==> src/rtl/aes192_word_stream_io.sv <==
// Word-serial front/back end for a combinational AES-192 layer: assembles key and
// plaintext from a 32-bit stream, waits a fixed settle window, streams ciphertext out.
//
// state     | meaning
// IDLE      | waiting for the first word of a key or data frame
// KEY_LOAD  | shifting in key words 2..6
// DATA_LOAD | shifting in plaintext words 2..4
// CALC      | layer inputs frozen, waiting CALC_CYCLES for the layer to settle
// SEND      | returning four ciphertext words, most significant first
module aes192_word_stream_io #(
  parameter int unsigned CALC_CYCLES = 4
) (
  input  logic         clk,
  input  logic         rst_n,
  input  logic [31:0]  s_data,
  input  logic         s_is_key,
  input  logic         s_valid,
  output logic         s_ready,
  output logic [31:0]  m_data,
  output logic         m_valid,
  input  logic         m_ready,
  output logic [191:0] enc_key,
  output logic [127:0] enc_in,
  input  logic [127:0] enc_out,
  output logic         key_valid,
  output logic         busy,
  output logic         err
);

  typedef enum logic [2:0] {IDLE, KEY_LOAD, DATA_LOAD, CALC, SEND} state_t;

  localparam logic [3:0] CALC_LAST = 4'(CALC_CYCLES - 1);

  state_t       state, state_next;
  logic [2:0]   word_cnt;
  logic [3:0]   calc_cnt;
  logic [1:0]   idx;
  logic [127:0] out_reg;
  logic         s_fire;
  logic         m_fire;

  assign s_fire = s_valid & s_ready;
  assign m_fire = m_valid & m_ready;

  always_ff @(posedge clk or negedge rst_n) begin
    if (!rst_n) state <= IDLE;
    else        state <= state_next;
  end

  always_comb begin
    state_next = state;
    s_ready    = 1'b0;
    m_valid    = 1'b0;
    busy       = (state != IDLE);
    case (state)
      IDLE: begin
        s_ready = 1'b1;
        if (s_valid) state_next = s_is_key ? KEY_LOAD : DATA_LOAD;
      end
      KEY_LOAD: begin
        s_ready = 1'b1;
        if (s_valid && word_cnt == 3'd5) state_next = IDLE;
      end
      DATA_LOAD: begin
        s_ready = 1'b1;
        // A block without a loaded key is dropped here; err is raised in the datapath.
        if (s_valid && word_cnt == 3'd3) state_next = key_valid ? CALC : IDLE;
      end
      CALC: begin
        if (calc_cnt == CALC_LAST) state_next = SEND;
      end
      SEND: begin
        m_valid = 1'b1;
        if (m_ready && idx == 2'd3) state_next = IDLE;
      end
      default: state_next = IDLE;
    endcase
  end

  always_comb begin
    m_data = 32'h0;
    if (m_valid) begin
      case (idx)
        2'd0:    m_data = out_reg[127:96];
        2'd1:    m_data = out_reg[95:64];
        2'd2:    m_data = out_reg[63:32];
        default: m_data = out_reg[31:0];
      endcase
    end
  end

  always_ff @(posedge clk or negedge rst_n) begin
    if (!rst_n) begin
      word_cnt  <= 3'd0;
      calc_cnt  <= 4'd0;
      idx       <= 2'd0;
      out_reg   <= 128'h0;
      enc_key   <= 192'h0;
      enc_in    <= 128'h0;
      key_valid <= 1'b0;
      err       <= 1'b0;
    end else begin
      err <= 1'b0;
      case (state)
        IDLE: begin
          if (s_fire) begin
            word_cnt <= 3'd1;
            if (s_is_key) begin
              key_valid <= 1'b0;
              enc_key   <= {enc_key[159:0], s_data};
            end else begin
              enc_in <= {enc_in[95:0], s_data};
            end
          end
        end
        KEY_LOAD: begin
          if (s_fire) begin
            enc_key  <= {enc_key[159:0], s_data};
            word_cnt <= word_cnt + 3'd1;
            if (word_cnt == 3'd5) begin
              key_valid <= 1'b1;
              word_cnt  <= 3'd0;
            end
          end
        end
        DATA_LOAD: begin
          if (s_fire) begin
            enc_in   <= {enc_in[95:0], s_data};
            word_cnt <= word_cnt + 3'd1;
            if (word_cnt == 3'd3) begin
              word_cnt <= 3'd0;
              calc_cnt <= 4'd0;
              if (!key_valid) err <= 1'b1;
            end
          end
        end
        CALC: begin
          calc_cnt <= calc_cnt + 4'd1;
          if (calc_cnt == CALC_LAST) begin
            out_reg  <= enc_out;
            idx      <= 2'd0;
            calc_cnt <= 4'd0;
          end
        end
        SEND: begin
          if (m_fire) idx <= idx + 2'd1;
        end
        default: ;
      endcase
    end
  end

endmodule

==> config.mk <==
export PLATFORM = sky130hd
export DESIGN_NAME = aes192_word_stream_io
export DESIGN_NICKNAME = d
export VERILOG_FILES = /design/src/rtl/aes192_word_stream_io.sv
export SDC_FILE = /design/constraint.sdc
export NUM_CORES = 1
export LEC_CHECK = 0
export BUFFER_PORTS_ARGS = -buffer_cell sky130_fd_sc_hd__clkbuf_2
export CAP_MARGIN = 20
export CORE_MARGIN = 2
export CORE_UTILIZATION = 35
export DETAILED_ROUTE_END_ITERATION = 6
export PLACE_DENSITY = 0.65
export REMOVE_ABC_BUFFERS = 1
export SETUP_SLACK_MARGIN = 0.2
export SYNTH_ARGS = -nofsm -noshare
export SYNTH_HDL_FRONTEND = slang
export SYNTH_SLANG_ARGS = --single-unit
==> constraint.sdc <==
create_clock -name clk -period 2.22 [get_ports clk]
set_clock_uncertainty 0.15 [all_clocks]
set_input_delay 0.111 -clock clk [delete_from_list [all_inputs] [get_ports clk]]
set_output_delay 0.111 -clock clk [all_outputs]
set_load 0.05 [all_outputs]
Yosys cells after proc, flatten, opt, wreduce, memory -nomap -nowiden --
Index checks and enable logic that the tools add are counted.
Cells by class: add/subtract/negate cells 3, eq/ne operators 23, multiplexer cells 42, bitwise logic cells 2, reductions and logical operators 20
Operator list (number):
- $mux 192 | 3
- $mux 128 | 3
- $pmux 192 s2 | 1
- $pmux 128 s2 | 1
- $pmux 32 s3 | 1
- $mux 32 | 1
- $mux 3 | 10
- $ne 2x2->1 const B | 13
- $pmux 3 s5 | 1
- $mux 4 | 3
- $reduce_and 4->1 | 3
- $mux 1 | 10
- $reduce_and 5->1 | 2
- $eq 3x2->1 const B | 3
- $pmux 3 s3 | 1
- $mux 2 | 4
- $pmux 4 s2 | 1
- $reduce_bool 2->1 | 4
- $eq 3x3->1 const B | 2
- $reduce_and 3->1 | 2
- $reduce_bool 3->1 | 2
- $add 4x1->4 const B | 1
- $eq 2x2->1 const B | 2
- $eq 4x2->1 const B | 1
- 12 further kinds | 15
Word-level totals: bits in registers 462, input port bits 165, output and inout port bits 357, logic and storage cells 99

Logic depth before layout (Yosys ltp) --
depth in word-level cells 6, gate-level depth with buffers 7, gate-level depth less buffers 6

Worst setup path before layout --
OpenSTA, ideal clock, no wires.
path kind register to register, start point reg state[0], end point reg state[1], setup time 128 ps, arrival 2108 ps, data required time 1942 ps, setup slack -166 ps, stages on the path, launching flop included 6, path buffers 1, period minus slack after synthesis 2386 ps, cells stage by stage dfrtp_1 buf_4 a21oi_1 o21ai_0 nand4_2 mux2_1
Between the ends: longest elaborated chain between the ends 3, elaborated cells between the ends (all ways) 12, classes of those cells eq/ne (9); mux (1); reduce/logical (2)
RTL lines:
- from (decl) | RTL line 34 | state_t state, state_next;
- from (signal assigned) | RTL line 47 | else state <= state_next;
- $eq 3x3->1 (tied with other cells) | RTL line 55 | case (state)
- $ne 2x2->1 (no source line)
- $reduce_and 5->1 (no source line)
Parallel ways exist; a longest one is shown, timed or not. A chain may end at the register's enable or synchronous reset.

Worst setup path after layout --
start point reg idx[0], end point out m_data[4]
Between the ends: longest elaborated chain between the ends 3, elaborated cells between the ends (all ways) 5, classes of those cells eq/ne (2); mux (2); reduce/logical (1)
RTL lines:
- from (decl) | RTL line 37 | logic [1:0] idx;
- from (signal assigned) | RTL line 146 | if (m_fire) idx <= idx + 2'd1;
- $eq 2x2->1 (tied with other cells) | RTL line 83 | case (idx)
- $pmux 32 s3 * | RTL line 83
- $mux 32 * | RTL line 82 | if (m_valid) begin
- to (decl) | RTL line 19 | output logic [31:0] m_data,
Mark *: on every way between the ends. The rest lies on a longest branch, timed or not.

==> impl_metrics.toml <==
[floorplan]
fp.coreArea_um2 = 52340
die-height_um = 233.7
num_rows = 84
start_util_pct = 35.28
ios = 522
die-width_um = 233.7
dieArea_um2 = 54620

[route]
first_pass_iters = 6
ant_nets = 0
first_iter_violations = 715
wl_mm = 56.52
avgViaCountPerCell = 4.934
drc_errors = 0
wl_per_cell_um = 21.08
vias = 13230

[clock_tree]
htreeDepth = 2
path_clk_slew_ns = 0.06
clk_latency_ns = 0.58
clock-root-buffer = "clkbuf_16"
tritoncts = "done"
cts_sinks = 462
cts_max_path_buffers = 3
cts_made_buffers = 51

[outcome]
status = "finished, violations left"
violations = "setup timing"

[critical_path]
critPathLaunchType = "register"
cp_max_fo = 6
path_class = "reg2out"
endpoint_kind = "output port"
cp_data_required_time_ns = 1.96
arrival_ns = 2.38

[sta]
slew_violations = 0
fmax_mhz = 378.5
period_minus_slack_ns = 2.642
setup_viol_count_final = 32
rsz0062_at_grt = "yes"
period_share_pct = 119.0
worst_slack_ns = -0.4217
finalHoldViolCount = 0
slew_headroom_pct = 60.71
worst-slew-pin-transition_ns = 0.5894

[finish]
fin_nets = 2126
drive_gt1_share_pct = 54.19
fin_util_pct = 51.23
largest_reg_flops = 192
syn_to_final_growth_pct = 45.21
fill_cells = 4292
regArea_um2 = 11560
multiInputGateArea_um2 = 6613

[place]
place_congestion = 0.8805
place_ws_ns = 0.1388
dp_hpwl_mm = 35.69
portBuffers = 521

[logic_synthesis]
synth_xor_area_share_pct = 0
synth-compound-area-share_pct = 3.442
syn-cell-area_um2 = 18470
synth.top_cell.area_share_pct = 62.61
yosysSeqAreaShare_pct = 62.61
ys_ff_latch = 462
async_flop_share_pct = 100.0
synth_top_family_by_area = "multiplexers"
yosysWarnings = 0
syn_area_per_cell_um2 = 15.47
yosys-top-cells-area = "dfrtp_1 (63%), mux2_2 (22%), mux2_1 (5.4%), buf_6 (2.3%), a222oi_1 (1.7%)"
yosysTopAreaCell = "dfrtp_1"
synthSimpleGateAreaFrac_pct = 2.480
synth_edf_count = 0
synth_mux_area_share_pct = 27.43
synth_cell_type_count = 41
synth_ff_type = "dfrtp_1"
syn_inst = 1194
synthAdderAreaFrac_pct = 0.6776

[min_path]
hold_path_class = "in2async"

[grt]
antenna_found_initial = 3
first_global_vias = 13870
grt_max_degree = 84
grt_usage_pct = 19.19
grt_pass1_wl_mm = 80.94
overflow = 0

[run]
cap_violations = 0
-- kinds of logic (layout without fill, tap and decap cells) --
kind of cell               Yosys count  after routing
muxes                              450            450
buffers and inverters               81            877
and+or+nand+nor                    104            105
AOI/OAI and AO/OA                   87             87
adders and majority gates           10             10
other                                0              2
DFF                                462            462
-- area by class of cell --
class / instances / share of cell area [%]
multi-input cells: 652 / 24.66
inverters: 9 / 0.1307
flip-flops and latches: 462 / 43.13
diodes: 2 / 0.01866
clock buffers: 78 / 5.702
repair buffers: 775 / 22.50
well taps: 688 / 3.210
clock inverters: 15 / 0.6533
-- placed cells by master, fill, tap and decap left out, types with 4 or more instances in the layout --
cell type | synthesis | final
nor2_1 | 67 | 66
ha_1 | 10 | 6
clkbuf_8 | 0 | 26
inv_2 | 1 | 4
buf_12 | 0 | 38
mux2_4 | 0 | 54
nand3_1 | 6 | 6
clkbuf_1 | 20 | 13
clkbuf_2 | 0 | 485
a222oi_1 | 32 | 32
mux2_1 | 88 | 88
dlygate4sd3_1 | 0 | 164
dfrtp_1 | 462 | 459
clkbuf_16 | 0 | 64
buf_16 | 0 | 9
buf_6 | 38 | 6
nand2_1 | 14 | 14
mux2_2 | 361 | 307
buf_4 | 5 | 44
o21ai_0 | 9 | 8
a21oi_2 | 0 | 4
clkinv_2 | 1 | 8
a21oi_1 | 35 | 31
inv_1 | 7 | 4
-- synth_stat cells (3+ instances only) --
library cell and count:
a21oi_1 35, a222oi_1 32, buf_2 9, buf_4 5, buf_6 38, clkbuf_1 20
dfrtp_1 462, ha_1 10, inv_1 7, mux2_1 88, mux2_2 361, nand2_1 14
nand2b_1 3, nand3_1 6, nor2_1 67, o21ai_0 9
-- final timing paths --
kind	startpoint	end	slack [ns]	depth (start not counted)
max	idx[0]	m_data[4]	-0.42	9
min in group clk	enc_out[120]	out_reg[120]	0.15	3
max reg2reg	state[1]	enc_in[68]	0.18	7
min	rst_n	out_reg[18]	0.09	3
max in group asynchronous	rst_n	enc_in[47]	1.23	3
min reg2reg	out_reg[74]	out_reg[74]	0.34	1
-- layer usage --
| layer | vias up | wire length, um | GRT usage (%) |
|---|---|---|---|
| met3 | 130 | 5881 | 7.361 |
| met2 | 652 | 27340 | 32.48 |
| met4 | 0 | 2325 | 8.050 |
| li1 | 5820 | - | - |
| met5 | - | 0 | 0 |
| met1 | 6626 | 20970 | 21.65 |
-- per-stage QoR --
stage	TNS, ns	hold slack [ns]	std cells	cell area, um2
4_1_cts	-9.055	0.06600	2651	26050
2_1_floorplan	-1264.92	-0.3346	1122	17880
6_report	-10.56	0.09045	2681	26810
3_5_place_dp	0	-0.08301	2378	22260
3_3_place_gp	0	-0.08315	2378	22260
5_1_grt	-14.25	0.08781	2681	26810
-- critical path: stages, from the launching register on --
cell and delay, ns:
dfrtp_1 0.39, inv_2 0.08, ha_4 0.20, buf_16 0.14, buf_4 0.16, a222oi_1 0.36, nor2_1 0.07, a21oi_1 0.15
nor2_1 0.09, buf_12 0.16
-- what timing repair did --
item | CTS | global route
cloned | 6 | 13
setup buffers | 9 | 15
gates resized for setup | 53 | 81
hold buffers | 165 | 0
endpoints found under the setup margin | 130 | 225
pin swaps | 15 | 23
endpoints found under the hold margin | 666 | 0
Power is left out: the tool's default activity adds up to more than one toggle a clock period on the data nets, which glitch-free logic cannot reach.
